==> src/rtl/otter_pkg.sv <==
// rtl/otter_pkg.sv - shared OTTER opcode, write-channel and squash-state definitions
//
// Purpose: one home for the opcode decode used by the wrong-path squash logic,
//          the write-enable channel numbering and the squash state type.
// Ports:   none (package).

package otter_pkg;

   localparam logic [6:0] JAL    = 7'b1101111;
   localparam logic [6:0] JALR   = 7'b1100111;
   localparam logic [6:0] BRANCH = 7'b1100011;

   // bit positions inside the write-enable vector
   localparam int WE_REG = 0;
   localparam int WE_MEM = 1;
   localparam int WE_CSR = 2;

   typedef enum logic {
      SQ_IDLE = 1'b0,
      SQ_KILL = 1'b1
   } squash_state_t;

   function automatic logic is_jump(input logic [6:0] op);
      return (op == JAL) || (op == JALR);
   endfunction

endpackage

==> src/rtl/wrong_path_squash.sv <==
// rtl/wrong_path_squash.sv - kills write enables of the DEPTH instructions after a control transfer
//
// Purpose: after a JAL/JALR (optional), taken branch or trap advances, the next
//          DEPTH advancing instructions are on the wrong path; their register,
//          memory and CSR write enables are forced low. A trap also kills its
//          own writes. Stalls (advance = 0) hold the kill window open.
// Ports:
//   CLK        in  core clock, state changes on the falling edge
//   RST        in  asynchronous active-high reset
//   opcode     in  opcode of the presented instruction
//   advance    in  presented instruction leaves the stage this cycle
//   we_in      in  raw write enables (bit WE_REG, WE_MEM, WE_CSR)
//   squash     in  taken branch / mispredict resolved for this instruction
//   trap       in  trap or interrupt redirect on this instruction
//   we_out     out gated write enables
//   squashing  out current instruction is being killed
//   kill_count out kills remaining, including the current instruction

module wrong_path_squash
   import otter_pkg::*;
#(
   parameter int DEPTH          = 2,
   parameter int NUM_WE         = 2,
   parameter int SQUASH_ON_JUMP = 1
) (
   input  logic                         CLK,
   input  logic                         RST,
   input  logic [6:0]                   opcode,
   input  logic                         advance,
   input  logic [NUM_WE-1:0]            we_in,
   input  logic                         squash,
   input  logic                         trap,
   output logic [NUM_WE-1:0]            we_out,
   output logic                         squashing,
   output logic [$clog2(DEPTH+1)-1:0]   kill_count
);

   localparam int              CW      = $clog2(DEPTH + 1);
   localparam logic [CW-1:0]   DEPTH_C = CW'(DEPTH);

   if (DEPTH < 1 || DEPTH > 7) begin : g_bad_depth
      $error("wrong_path_squash: DEPTH must be in 1..7");
   end
   if (NUM_WE < 1) begin : g_bad_num_we
      $error("wrong_path_squash: NUM_WE must be at least 1");
   end

   logic [CW-1:0]  cnt;
   logic [CW-1:0]  cnt_nxt;
   squash_state_t  state;
   logic           jump_trig;
   logic           trigger;

   assign jump_trig = (SQUASH_ON_JUMP != 0) && is_jump(opcode);
   assign trigger   = squash | trap | jump_trig;
   assign state     = (cnt == '0) ? SQ_IDLE : SQ_KILL;

   // Falling-edge update so the second half-cycle already sees the new kill window.
   always_ff @(negedge CLK or posedge RST) begin
      if (RST) begin
         cnt <= '0;
      end else begin
         cnt <= cnt_nxt;
      end
   end

   always_comb begin
      cnt_nxt   = cnt;
      we_out    = we_in;
      squashing = 1'b0;
      case (state)
         SQ_IDLE: begin
            // A trapping instruction must not retire its own writes.
            if (trap) begin
               we_out = '0;
            end
            // A held trigger is simply re-evaluated next cycle.
            if (trigger && advance) begin
               cnt_nxt = DEPTH_C;
            end
         end
         SQ_KILL: begin
            // Triggers here come from wrong-path instructions and are ignored.
            we_out    = '0;
            squashing = 1'b1;
            if (advance) begin
               cnt_nxt = cnt - 1'b1;
            end
         end
         default: begin
            cnt_nxt = '0;
         end
      endcase
      if (RST) begin
         we_out = '0;
      end
   end

   assign kill_count = cnt;

endmodule

==> config.mk <==
export PLATFORM = sky130hd
export DESIGN_NAME = wrong_path_squash
export DESIGN_NICKNAME = d
export VERILOG_FILES = /design/src/rtl/otter_pkg.sv /design/src/rtl/wrong_path_squash.sv
export SDC_FILE = /design/constraint.sdc
export NUM_CORES = 1
export LEC_CHECK = 0
export ABC_AREA = 1
export CAP_MARGIN = 30
export CORE_AREA = 2 2 39 41
export DETAILED_ROUTE_END_ITERATION = 6
export DIE_AREA = 0 0 41 43
export HOLD_SLACK_MARGIN = 0.03
export SLEW_MARGIN = 30
export SYNTH_ARGS = -nofsm -noshare
export SYNTH_HDL_FRONTEND = slang
export SYNTH_SLANG_ARGS = --single-unit
==> constraint.sdc <==
create_clock -name CLK -period 2.3 [get_ports CLK]
set_input_delay 0.345 -clock CLK [delete_from_list [all_inputs] [get_ports CLK]]
set_output_delay 0.345 -clock CLK [all_outputs]
set_load 0.02 [all_outputs]
* Word level (Yosys, flattened, before mapping)
Index checks and enable logic that the tools add are counted.
W data, S select, Z words.
** Word-level totals
- Bits in registers :: 2
- Latch bits :: 0
- RAM bits :: 0
- Memory bits (read-only) :: 0
- Input bits :: 14
- Output and inout bits :: 5
- Word-level logic and storage cells :: 19
- Memories :: 0
** Operators by class
- Add/sub/neg operators :: 1
- Multiply operators :: 0
- Div/mod/pow operators :: 0
- Order comparisons :: 0
- Equality and inequality tests :: 4
- Shift-type cells :: 0
- Multiplexer cells :: 7
- Bitwise logic cells :: 2
- Reduce and logical (&&, ||, !) cells :: 4
** Operator list (number)
- $eq A7 B7 Y1 const B :: 2
- $mux W2 :: 4
- $pmux W2 S2 :: 2
- $logic_not A2 Y1 :: 1
- $ne A2 B1 Y1 const B :: 1
- $ne A2 B2 Y1 const B :: 1
- $or A1 B1 Y1 :: 2
- $reduce_and A2 Y1 :: 1
- $sub A2 B1 Y2 const B :: 1
- $logic_and A1 B1 Y1 :: 1
- $logic_or A1 B1 Y1 :: 1
- $mux W1 :: 1

* Logic depth before layout (Yosys ltp)
- Depth in word-level cells :: 6
- Depth in mapped cells :: 8

==> implementation parameters <==
Parameter                              Value

Logic synthesis
  Compound-cell area share of the yosys netlist    0
  Gate count of the mapped netlist    28
  Synth Area in Simple Gates    0.4286
  Warnings, synthesis    0
  Largest family of logic cells by synthesized area    simple AND/OR/NAND/NOR gates
  Multiplexer fraction of the synthesized cell area    0
  Post-synthesis share of cell area spent on full adders, half adders and majority gates    0.1361
  Count of cell types in the netlist    9
  Synthesized flop and latch total    2
  Sequential area share after synthesis    0.2721
  Post-synthesis net count    44
  Xor and xnor fraction of the mapped netlist area    0
  Post-synthesis instance area    183.9 um^2
  Avg Synthesized Cell Area    6.569 um^2

Floorplanning
  Die extent in y    43 um
  Ports placed on the boundary    19
  Chip Width    41 um
  Placeable core area    1384 um^2
  Area of the die    1763 um^2
  Initial Utilization    0.1329
  Cell row count    14

Detailed routing
  Via count normalized by instance count    3.771
  Routed wire length    591 um
  Post-detailed-route count of antenna-violating nets    0
  Vias after detailed routing    264
  Number of violations reported at the end of detailed-routing iteration 0    3
  Detail-routed net length per standard cell    8.443 um
  Length of the first detailed-routing pass in iterations    2
  Total DRC errors in the routed layout    0

Global routing
  Largest net degree at the start of global routing    4
  Antenna violations before repair    0
  Aggregate global routing overflow    0
  Via count of the first global-routing pass    246
  Combined global-route utilization of all metal layers    0.07530
  Wire length of the first global-routing pass    855 um

Outcome
  Run status    finished with violations
  Violated checks    negative setup slack

Placed design
  RePlAce Congestion    0.6721
  Port bufs    17
  Placement-stage worst setup slack    -721.4 ps

Critical path
  Kind of launch point of the worst setup path    flop
  CP dominant cell by count    sky130_fd_sc_hd__buf_6
  Slowest cell on crit path    sky130_fd_sc_hd__dfrtn_1
  CP max stage delay    410 ps
  Crit Path Class    reg -> out
  Startpoint of the worst register-to-register path    kill_count[1]$_DFFE_NP0P_
  Worst reg2reg setup slack    920 ps
  Kind of capture point of the worst setup path    output pin
  Highest net fanout along the worst path    3
  Critical path required time    1960 ps
  Worst r2r path cells    9
  R2R Path End    kill_count[0]$_DFFE_NP0P_
  Arrival @ worst endpoint    2280 ps
  Cells along the critical path    inv_2 -> ha_4 -> inv_4 -> buf_6 -> buf_6

CTS
  CTS sink cnt    2
  Clock tree from TritonCTS    built
  Num CTS Buffers    3
  Insertion delay of the later-clocked pin in the worst-skew pair    240 ps
  Clock slew at reported path FFs    30 ps
  Clock tree root buffer cell    sky130_fd_sc_hd__clkbuf_4
  Buffer depth of the longest clock path    2
  Maximum level of the CTS H-tree    1
  Hold bufs inserted after CTS    0

STA
  Worst slew margin relative to its limit    0.8439
  Pins over their slew limit    0
  Slew of the pin with the lowest slew margin    233.5 ps
  Number of hold-slack violations in the final timing report    0
  Setup Total Neg Slack    -1123 ps
  Final number of setup-violating endpoints    5
  Worst setup margin    -327.6 ps
  Unrepaired setup endpoints after global routing    true
  Clk_skew    2.085 ps

Worst hold path
  Destination of the worst hold path    kill_count[0]$_DFFE_NP0P_
  Hold WC Path Type    reg -> reg
  Worst Hold Path Cells    3
  Worst Min Path Start    kill_count[0]$_DFFE_NP0P_

Final layout
  Number of flip-flops in the largest register    2
  Fraction of layout instances using a drive strength above 1    0.4444
  Layout-stage area growth over the synthesis result    170.1%
  Final standard cell utilization of the core    0.3590
  Number of diodes added for antenna fixing    0
  Net count, final    72

Power and ir drop
  Worst IR Drop VDD    0.5501 mV
  Ratio of total power to cell area    1033 nW/um^2
  Leak Pwr    0.2630 nW

Run
  Number of maximum-capacitance constraint violations    0
[cell type report]
| cell class | instances | area [um^2] |
|---|---|---|
| Fill cell | 148 | 887.1 |
| Timing Repair Buffer | 23 | 222.7 |
| Multi-Input combinational cell | 18 | 148.9 |
| Sequential cell | 2 | 50.05 |
| Inverter | 8 | 32.53 |
| Clock buffer | 3 | 22.52 |
| Tap cell | 16 | 20.02 |
[power breakdown]
part	internal (mW)	total (mW)	switching (mW)
clock	0.0575	0.0768	0.0193
sequential	0.0548	0.0657	0.0109
combinational	0.198	0.371	0.173
total	0.310	0.513	0.203
[stage by stage]
| step | total power [mW] | cells | hold WS [ps] | cell area [um^2] |
|---|---|---|---|---|
| after floorplan | 0.2201 | 28 | 553.1 | 219.0 |
| after global placement | 0.3833 | 66 | 515.0 | 446.7 |
| after detailed placement | 0.3820 | 66 | 527.1 | 446.7 |
| after CTS | 0.5237 | 70 | 546.1 | 486.7 |
| after global routing | 0.5655 | 70 | 582.5 | 496.7 |
| final | 0.5131 | 70 | 549.7 | 496.7 |
[cell families (layout without fill, tap and decap cells)]
logic type	Yosys count	after routing
fa+ha+maj	2	2
buf+inv	8	34
flops	2	2
simple gates	16	16
[timing repair]
action,4_1_cts,5_1_grt
gates resized for setup,34,4
pin swaps,5,7
setup endpoints to repair,7,7
endpoints found under the hold margin,0,0
buffers inserted,3,1
[critical path: cells and delay by family, from the launching register on]
family | cells | cell delay, ps
fa+ha+maj | 1 | 160
flops | 1 | 410
buf+inv | 4 | 330
[layer usage]
layer | part of all wire | vias up | global-route usage | wire, um
li1 | - | 138 | - | -
met1 | 0.46 | 110 | 0.07717 | 269
met2 | 0.40 | 16 | 0.1094 | 239
met3 | 0.14 | 0 | 0.03665 | 82
met4 | 0 | 0 | 0.06000 | 0
met5 | 0 | - | 0 | 0
[placed cells by master (no fill, tap or decap), types with 3 or more instances in the layout]
cell                              instances
sky130_fd_sc_hd__buf_4                    7
sky130_fd_sc_hd__buf_6                    4
sky130_fd_sc_hd__clkbuf_4                 3
sky130_fd_sc_hd__clkdlybuf4s50_1          7
sky130_fd_sc_hd__dlymetal6s2s_1           3
sky130_fd_sc_hd__inv_1                    5
sky130_fd_sc_hd__nand2_1                  7
[cell usage after synthesis]
library cell | n | area share
sky130_fd_sc_hd__inv_1 | 8 | 0.16
sky130_fd_sc_hd__nand2_1 | 7 | 0.14
sky130_fd_sc_hd__dfrtn_1 | 2 | 0.27
sky130_fd_sc_hd__ha_1 | 2 | 0.14
sky130_fd_sc_hd__nand2_2 | 2 | 0.068
sky130_fd_sc_hd__nand3_1 | 2 | 0.054
sky130_fd_sc_hd__nor2_1 | 2 | 0.041
sky130_fd_sc_hd__nor4_1 | 2 | 0.068
sky130_fd_sc_hd__nor3_2 | 1 | 0.054
[worst max-delay path by stage]
stage / from / end / slack [ps]
floorplan: kill_count[0]$_DFFE_NP0P_ / we_out[1] / -370
global placement: kill_count[0]$_DFFE_NP0P_ / we_out[1] / -690
detailed placement: kill_count[0]$_DFFE_NP0P_ / we_out[1] / -720
CTS: kill_count[0]$_DFFE_NP0P_ / we_out[0] / -350
global route: kill_count[1]$_DFFE_NP0P_ / we_out[1] / -380
finish: kill_count[1]$_DFFE_NP0P_ / squashing / -330
No activity file was read; power rests on OpenSTA's default activity.
